<file path="config.mk">
export PLATFORM = sky130hd
export DESIGN_NAME = board_sw_scan_sword
export DESIGN_NICKNAME = d
export VERILOG_FILES = /design/src/rtl/board_sw_scan_sword.sv
export SDC_FILE = /design/constraint.sdc
export NUM_CORES = 1
export LEC_CHECK = 0
export ABC_CLOCK_PERIOD_IN_PS = 3660
export CAP_MARGIN = 10
export CORE_MARGIN = 5
export CORE_UTILIZATION = 55
export DETAILED_ROUTE_END_ITERATION = 10
export PLACE_DENSITY = 0.82
export REMOVE_ABC_BUFFERS = 1
export SLEW_MARGIN = 20
export SYNTH_ARGS = -nofsm -noshare
export SYNTH_HDL_FRONTEND = slang
export SYNTH_SLANG_ARGS = --single-unit
</file>
<file path="constraint.sdc">
create_clock -name clk -period 3.66 [get_ports clk]
set_clock_uncertainty 0.1 [all_clocks]
set_input_delay 1.098 -clock clk [delete_from_list [all_inputs] [get_ports clk]]
set_output_delay 1.098 -clock clk [all_outputs]
set_load 0.01 [all_outputs]
</file>
<file path="src/rtl/board_sw_scan_sword.sv">
// board_sw_scan_sword: scanner for a 74HC165-style parallel-in/serial-out chain.
// Generates the load strobe and shift clock, assembles the serial stream into a
// word, and debounces it across consecutive scans before presenting it as data.
module board_sw_scan_sword #(
  parameter int CLK_FREQ       = 100,
  parameter int S_CLK_FREQ     = 25,
  parameter int DATA_BITS      = 16,
  parameter int SCAN_INTERVAL  = 1,
  parameter int DEBOUNCE_SCANS = 4,
  parameter int CODE_ENDIAN    = 1
) (
  input  logic                 clk,
  input  logic                 rst,
  input  logic                 scan_req,
  output logic                 s_clk,
  output logic                 s_load_n,
  input  logic                 s_di,
  output logic                 busy,
  output logic                 scan_done,
  output logic [DATA_BITS-1:0] raw,
  output logic [DATA_BITS-1:0] data,
  output logic                 changed
);

  // Half period of the shift clock in main-clock cycles.
  localparam int H         = CLK_FREQ / (2 * S_CLK_FREQ);
  localparam int INT_LIMIT = CLK_FREQ * SCAN_INTERVAL * 1000 - 1;
  localparam int INT_W     = (INT_LIMIT > 0) ? $clog2(INT_LIMIT + 1) : 1;
  localparam int PH_W      = (2 * H > 1) ? $clog2(2 * H) : 1;
  localparam int BIT_W     = (DATA_BITS > 1) ? $clog2(DATA_BITS) : 1;
  localparam int CNT_W     = $clog2(DEBOUNCE_SCANS + 1);

  localparam logic [INT_W-1:0] INT_LAST   = INT_W'(INT_LIMIT);
  localparam logic [PH_W-1:0]  LOAD_LAST  = PH_W'(2 * H - 1);
  localparam logic [PH_W-1:0]  PHASE_LAST = PH_W'(H - 1);
  localparam logic [BIT_W-1:0] BIT_LAST   = BIT_W'(DATA_BITS - 1);
  localparam logic [CNT_W-1:0] DB_MAX     = CNT_W'(DEBOUNCE_SCANS);

  typedef enum logic [1:0] {
    ST_IDLE,
    ST_LOAD,
    ST_SHIFT,
    ST_DONE
  } state_e;

  state_e               state_q, state_d;
  logic [INT_W-1:0]     int_q, int_d;
  logic [PH_W-1:0]      ph_cnt_q, ph_cnt_d;
  logic                 phase_q, phase_d;
  logic [BIT_W-1:0]     bit_idx_q, bit_idx_d;
  logic [DATA_BITS-1:0] shreg_q, shreg_d;
  logic [DATA_BITS-1:0] raw_q, raw_d;
  logic [DATA_BITS-1:0] data_q, data_d;
  logic [CNT_W-1:0]     stable_q, stable_d;

  logic                 tick;
  logic [BIT_W-1:0]     samp_idx;
  logic                 data_upd;

  // State register: every flop of the scanner, cleared by the synchronous reset.
  always_ff @(posedge clk) begin
    if (rst) begin
      state_q   <= ST_IDLE;
      int_q     <= '0;
      ph_cnt_q  <= '0;
      phase_q   <= 1'b0;
      bit_idx_q <= '0;
      shreg_q   <= '0;
      raw_q     <= '0;
      data_q    <= '0;
      stable_q  <= '0;
    end else begin
      state_q   <= state_d;
      int_q     <= int_d;
      ph_cnt_q  <= ph_cnt_d;
      phase_q   <= phase_d;
      bit_idx_q <= bit_idx_d;
      shreg_q   <= shreg_d;
      raw_q     <= raw_d;
      data_q    <= data_d;
      stable_q  <= stable_d;
    end
  end

  // Next state: interval timer, load/shift sequencing, bit capture and debounce.
  always_comb begin
    state_d   = state_q;
    ph_cnt_d  = ph_cnt_q;
    phase_d   = phase_q;
    bit_idx_d = bit_idx_q;
    shreg_d   = shreg_q;
    raw_d     = raw_q;
    data_d    = data_q;
    stable_d  = stable_q;
    data_upd  = 1'b0;

    tick  = (int_q == INT_LAST);
    int_d = tick ? '0 : int_q + INT_W'(1);

    samp_idx = (CODE_ENDIAN != 0) ? (BIT_LAST - bit_idx_q) : bit_idx_q;

    case (state_q)
      ST_IDLE: begin
        if (tick || scan_req) begin
          state_d  = ST_LOAD;
          ph_cnt_d = '0;
        end
      end

      ST_LOAD: begin
        if (ph_cnt_q == LOAD_LAST) begin
          state_d   = ST_SHIFT;
          ph_cnt_d  = '0;
          phase_d   = 1'b0;
          bit_idx_d = '0;
        end else begin
          ph_cnt_d = ph_cnt_q + PH_W'(1);
        end
      end

      ST_SHIFT: begin
        if (ph_cnt_q == PHASE_LAST) begin
          ph_cnt_d = '0;
          if (!phase_q) begin
            shreg_d[samp_idx] = s_di;
            phase_d           = 1'b1;
          end else begin
            phase_d = 1'b0;
            if (bit_idx_q == BIT_LAST) begin
              state_d = ST_DONE;
            end else begin
              bit_idx_d = bit_idx_q + BIT_W'(1);
            end
          end
        end else begin
          ph_cnt_d = ph_cnt_q + PH_W'(1);
        end
      end

      ST_DONE: begin
        raw_d = shreg_q;
        if (shreg_q == raw_q) begin
          stable_d = (stable_q >= DB_MAX) ? DB_MAX : stable_q + CNT_W'(1);
        end else begin
          stable_d = CNT_W'(1);
        end
        if ((stable_d >= DB_MAX) && (shreg_q != data_q)) begin
          data_upd = 1'b1;
          data_d   = shreg_q;
        end
        state_d = ST_IDLE;
      end

      default: state_d = ST_IDLE;
    endcase
  end

  // Outputs: chain strobes and status flags decoded from the current state.
  always_comb begin
    s_clk     = (state_q == ST_SHIFT) && phase_q;
    s_load_n  = (state_q != ST_LOAD);
    busy      = (state_q != ST_IDLE);
    scan_done = (state_q == ST_DONE);
    changed   = (state_q == ST_DONE) && data_upd;
  end

  assign raw  = raw_q;
  assign data = data_q;

endmodule

</file>
### After elaboration in Yosys (flattened, before gate mapping)

Index checks and enable logic that the tools add are counted.

| word-level totals | value |
|---|---|
| register bits after elaboration | 77 |
| output and inout port bits | 37 |
| word-level logic and storage cells | 78 |
| input port bits | 4 |

| operators by class | value |
|---|---|
| multiplexer cells | 27 |
| reduce and logical (&&, ||, !) cells | 16 |
| add/sub/neg operators | 5 |
| bitwise gates (word level) | 1 |
| $lt $le $gt $ge | 4 |
| equal/unequal tests | 16 |

Operators by type and width:

| kind | count |
|---|---|
| 17-bit by 1-bit adder with 17-bit output, second input constant | 1 |
| 17-bit == test, second input constant | 1 |
| 16-bit bitwise mux | 1 |
| 16-bit == test | 1 |
| 2-bit 2-to-1 mux | 8 |
| 4-bit 2-to-1 mux | 4 |
| 16-bit inequality test | 1 |
| 2-bit inequality test, second input constant | 6 |
| 5-bit AND reduction | 2 |
| 3-bit 2-to-1 mux | 3 |
| 2-bit case mux with 4 select lines | 1 |
| 4-bit case mux with 2 select lines | 1 |
| 2-bit == test, second input constant | 3 |
| 3-bit >= comparator, second input constant | 2 |
| 1-bit 2-to-1 mux | 6 |
| 2-bit case mux with 3 select lines | 1 |
| 3-bit AND reduction | 2 |
| 4-bit by 5-bit < comparator with 1-bit output, second input constant | 1 |
| 4-bit by 1-bit adder with 4-bit output, second input constant | 1 |
| 1-bit demux with 4-bit select | 1 |
| 2-bit by 1-bit == test with 1-bit output, second input constant | 2 |
| 4-bit == test, second input constant | 1 |
| 4-bit by 1-bit >= comparator with 1-bit output, second input constant | 1 |
| 1-bit logical AND | 4 |
| other kinds (12) | 14 |

### Depth between registers and ports, before layout

| depth | value |
|---|---|
| word-level depth | 9 |
| depth in mapped cells | 8 |
| depth with buffers taken out | 7 |

### Worst setup path before layout

Ideal clock, no wire load.

| timing path | value |
|---|---|
| path type | register to output |
| from | reg raw_q[11], in the netlist raw[11] |
| to | out changed |
| data required time | 2.462 ns |
| data arrival time | 1.706 ns |
| path buffers | 0 |
| path slack | 0.756 ns |
| stages on the path, launching flop included | 6 |
| cells stage by stage | dfxtp_1 xor2_1 or4_1 nor4_2 nand3_1 nor2_1 |

| between the ends | value |
|---|---|
| word-level cells in the longest chain between the ends | 8 |

Ends and longest elaborated chain:

| what | line | source |
|---|---|---|
| start: declaration | 52 | `logic [DATA_BITS-1:0] raw_q, raw_d;` |
| start signal: assignment | 79 | `raw_q <= raw_d;` |
| 16-bit == test | 142 | `if (shreg_q == raw_q) begin` |
| 3-bit 2-to-1 mux | 142 |  |
| 3-bit 2-to-1 mux | 102 | `case (state_q)` |
| 3-bit >= comparator | 147 | `if ((stable_d >= DB_MAX) && (shreg_q != data_q)) begin` |
| 1-bit logical AND | 147 |  |
| 1-bit 2-to-1 mux | 147 |  |
| 1-bit 2-to-1 mux | 102 |  |
| 1-bit logical AND | 164 | `changed = (state_q == ST_DONE) && data_upd;` |
| end: declaration | 22 | `output logic changed` |

Every way passes these cells. The select of a mux whose other input is x is not followed.

### Final worst setup path

| timing path | value |
|---|---|
| from | reg shreg_q[11] |
| to | out changed |

| between the ends | value |
|---|---|
| word-level cells in the longest chain between the ends | 8 |
| elaborated cells on any way between the ends | 9 |
| those cells by class | 1 x order compare; 2 x eq/ne; 4 x mux; 2 x reduce/logical |

Ends and longest elaborated chain:

| what | line | source |
|---|---|---|
| start: declaration | 51 | `logic [DATA_BITS-1:0] shreg_q, shreg_d;` |
| start signal: assignment | 78 | `shreg_q <= shreg_d;` |
| 16-bit == test | 142 |  |
| 3-bit 2-to-1 mux | 142 |  |
| 3-bit 2-to-1 mux | 102 |  |
| 3-bit >= comparator | 147 |  |
| 1-bit logical AND (*) | 147 |  |
| 1-bit 2-to-1 mux (*) | 147 |  |
| 1-bit 2-to-1 mux (*) | 102 |  |
| 1-bit logical AND (*) | 164 |  |

Mark *: on every way between the ends. The rest lies on a longest branch, timed or not. The select of a mux whose other input is x is not followed.

==> results.md <==
- Outcome: finished, final reports clean
- Mapped Cells: 442
- Fin nets: 499
- Vias in the first global route: between 3000 and 4000
- Max frequency: 0.295 GHz
- RSZ-0062 raised after global routing: false
- Syn Area/Cell: 8.69 sq um
- Yosys cell types: between 40 and 50
- Synth area leader: dfxtp_1
- Post-CTS setup buffers: 0
- DP Area: 4280 sq um
- Worst-Margin Slew: 638 ps
- Most common cell in the netlist: dfxtp_1
- Critical path endpoint category: output port
- Initial antenna violation count: 0
- # IOs: 41
- Share of cells above drive strength 1: 6.39%
- Initial DRC count: 223
- Final Cell Area: 4500 sq um
- H-tree depth: 3
- Pwr Density: 411 nW/um^2
- Inserted Diodes: 0
- CTS Buffer Depth: 2
- Most used DFF post-synth: dfxtp_1
- Final Max Slew Viols: 0
- Met2 WL: 4110 um
- Min setup slack post-route: between 200 and 300 ps
- Num CTS Buffers: 9
- Root Buffer: clkbuf_8
- DP Worst Slack: between 200 and 250 ps
- Post-synthesis sequential area ratio: between 40% and 50%
- Worst VDD drop: 0.409 mV
- Avg Vias per Cell: 5.38
- Synth area leaders: dfxtp_1 (40%), mux2i_1 (9.6%), xor2_1 (6.8%)
- Post-route ant nets: 0
- Core ar.: 6790 sq um
- Post-route DRC: 0
- Initial Util: 56.5%
- Die area: 8760 sq um
- Critical Path Source: shreg_q[11]$_SDFFE_PP0P_
- Die X: 93.6 um
- Die extent in y: 93.6 um
- Largest net degree at the start of global routing: 37
- Multi-input logic area: 2150 sq um
- Area Overhead vs Synth: 17.2%
- Final setup violation count: 0
- Drt first pass iters: 4
- Fraction of registers with async set/reset: 0%
- First-pass GRT wire length: about 14000 um
- Critical path class: register to output port
- Vias: 3123
- Num Clock Sinks: 77
- Worst skew pair latency: 360 ps
- Wirelength, routed: 8290 um
- Startpoint types: register
- Port bufs: 40
- Final Cycle Share: 92.7%
- DP Cell Count: 565
- Slew HR: 57.1%
- Setup tns final: 0 ps
- Drt wl/cell: ~14 um
- Max FO, Critical Path: 5
- Final hold violation count: 0
- Synthesized flop and latch total: 77
- Post-synth EDFFs: 0
- Fillers: 566
- DP Wirelength: 5970 um
- Lkg Pwr: between 1.5 and 2 nW
- Critical Path RT: 2460 ps
- FF-to-FF Start: shreg_q[6]$_SDFFE_PP0P_
- CTS clk-pin slew, worst paths: ~90 ps
- GRT Util Overall: 20.5%
- Top layer in use: met4
- Max Cap Viol: 0
- DRT met1 WL: 3580 um
- Proportion of netlist area held by the largest area contributor: 40.1%
- FF+latch area: 1540 sq um
- Commonest cells post-synth: dfxtp_1 (77), nand2_1 (64), nor2_1 (61), mux2i_1 (37), xor2_1 (30)
- GR Overflow Total: 0
- Hold WC Path Type: register to register
- Yosys Warn Count: 0
- Synthesized area: 3840 sq um
- Met3 wire len: roughly 440 um
- Critical path arrival: around 2200 ps
- CTS tree: built
- Rows: 30
- Fin crit period: 3390 ps
- Post-Layout Cell Count: a little under 600
- Hold path startpoint: int_q[0]$_SDFF_PP0_
- Gpl congestion: slightly below 0.9
[layer usage]
| metal | GRT usage, % | up-vias |
|---|---|---|
| met5 | 0 | - |
| met4 | 8.30 | 0 |
| met3 | 5.55 | 15 |
| met2 | 34.5 | 71 |
| met1 | 24.8 | 1471 |
| li1 | - | 1566 |
[final timing paths]
check	end	slack [ps]	cells past startpoint
max	changed	270	6
min	int_q[0]$_SDFF_PP0_	350	1
max reg2reg	data[10]$_SDFFE_PP0P_	1060	6
min reg2reg	int_q[0]$_SDFF_PP0_	350	1
[sequential cells by signal, indices dropped and copies added, names as in the netlist]
name and cells:
int_q 17, data 16, raw 16, shreg_q 16
bit_idx_q 4, stable_q 3, ph_cnt_q 2, state_q 2
phase_q 1
[final cells by class]
cell class,count,share of cell area [%]
Clock buffer,10,3.06
Clock inverter,6,1.56
Inverter,12,1.00
Multi-Input combinational cell,335,47.7
Sequential cell,77,34.3
Tap cell,96,2.67
Timing Repair Buffer,45,9.70
[logic make-up after synthesis]
logic type | count (synthesis) | synth area share, %
flops | 77 | 40.1
mux | 37 | 9.64
xor+xnor | 46 | 10.5
compound gates | 48 | 6.94
fa+ha+maj | 15 | 4.89
simple gates | 189 | 23.7
buf+inv | 30 | 4.20
[critical path, stage by stage, from the launching register on]
cell and delay, ps:
dfxtp_2 350, xor2_1 150, or4_1 570, nor4_4 190, nand3_1 140, nor2_1 140, dlygate4sd2_1 290
[placed cells by master (no fill, tap or decap), types with 2 or more instances in the layout]
master	n
a32oi_1	2
nor4_1	5
or2_2	3
nand4b_1	2
ha_1	15
nand3_1	8
nand2_1	64
xnor2_1	16
and3_1	2
o21ai_0	19
dfxtp_2	2
nand4_1	8
xor2_1	30
nor2_1	61
or4_1	2
buf_4	5
mux2i_1	37
nor2b_1	4
clkbuf_8	10
dfxtp_1	75
clkinv_4	2
nor3_1	7
clkdlybuf4s50_1	39
nand2b_1	5
or3_1	4
inv_6	2
inv_1	11
and2_1	4
a21oi_1	21
[stage by stage]
| step | power [mW] | hold WS [ps] | utilization [%] |
|---|---|---|---|
| 5_1_grt | 1.94 | 401 | 66.2 |
| 2_1_floorplan | 1.10 | 318 | - |
| 4_1_cts | 1.86 | 357 | 66.2 |
| 6_report | 1.85 | 355 | 66.2 |
| 3_3_place_gp | 1.18 | 330 | 63.0 |
| 3_5_place_dp | 1.19 | 340 | 63.0 |
[power by group]
group	switching [mW]	internal, mW	leakage, nW
logic	0.175	0.126	0.962
registers	0.0189	0.855	0.622
clock network	0.335	0.339	0.107
[what timing repair did]
| action | in CTS | in global routing |
|---|---|---|
| hold buffers | 0 | 0 |
| setup endpoints to repair | 1 | 1 |
| pin swaps | 0 | 1 |
| resized for setup | 2 | 2 |
No activity file was read; power rests on OpenSTA's default activity.
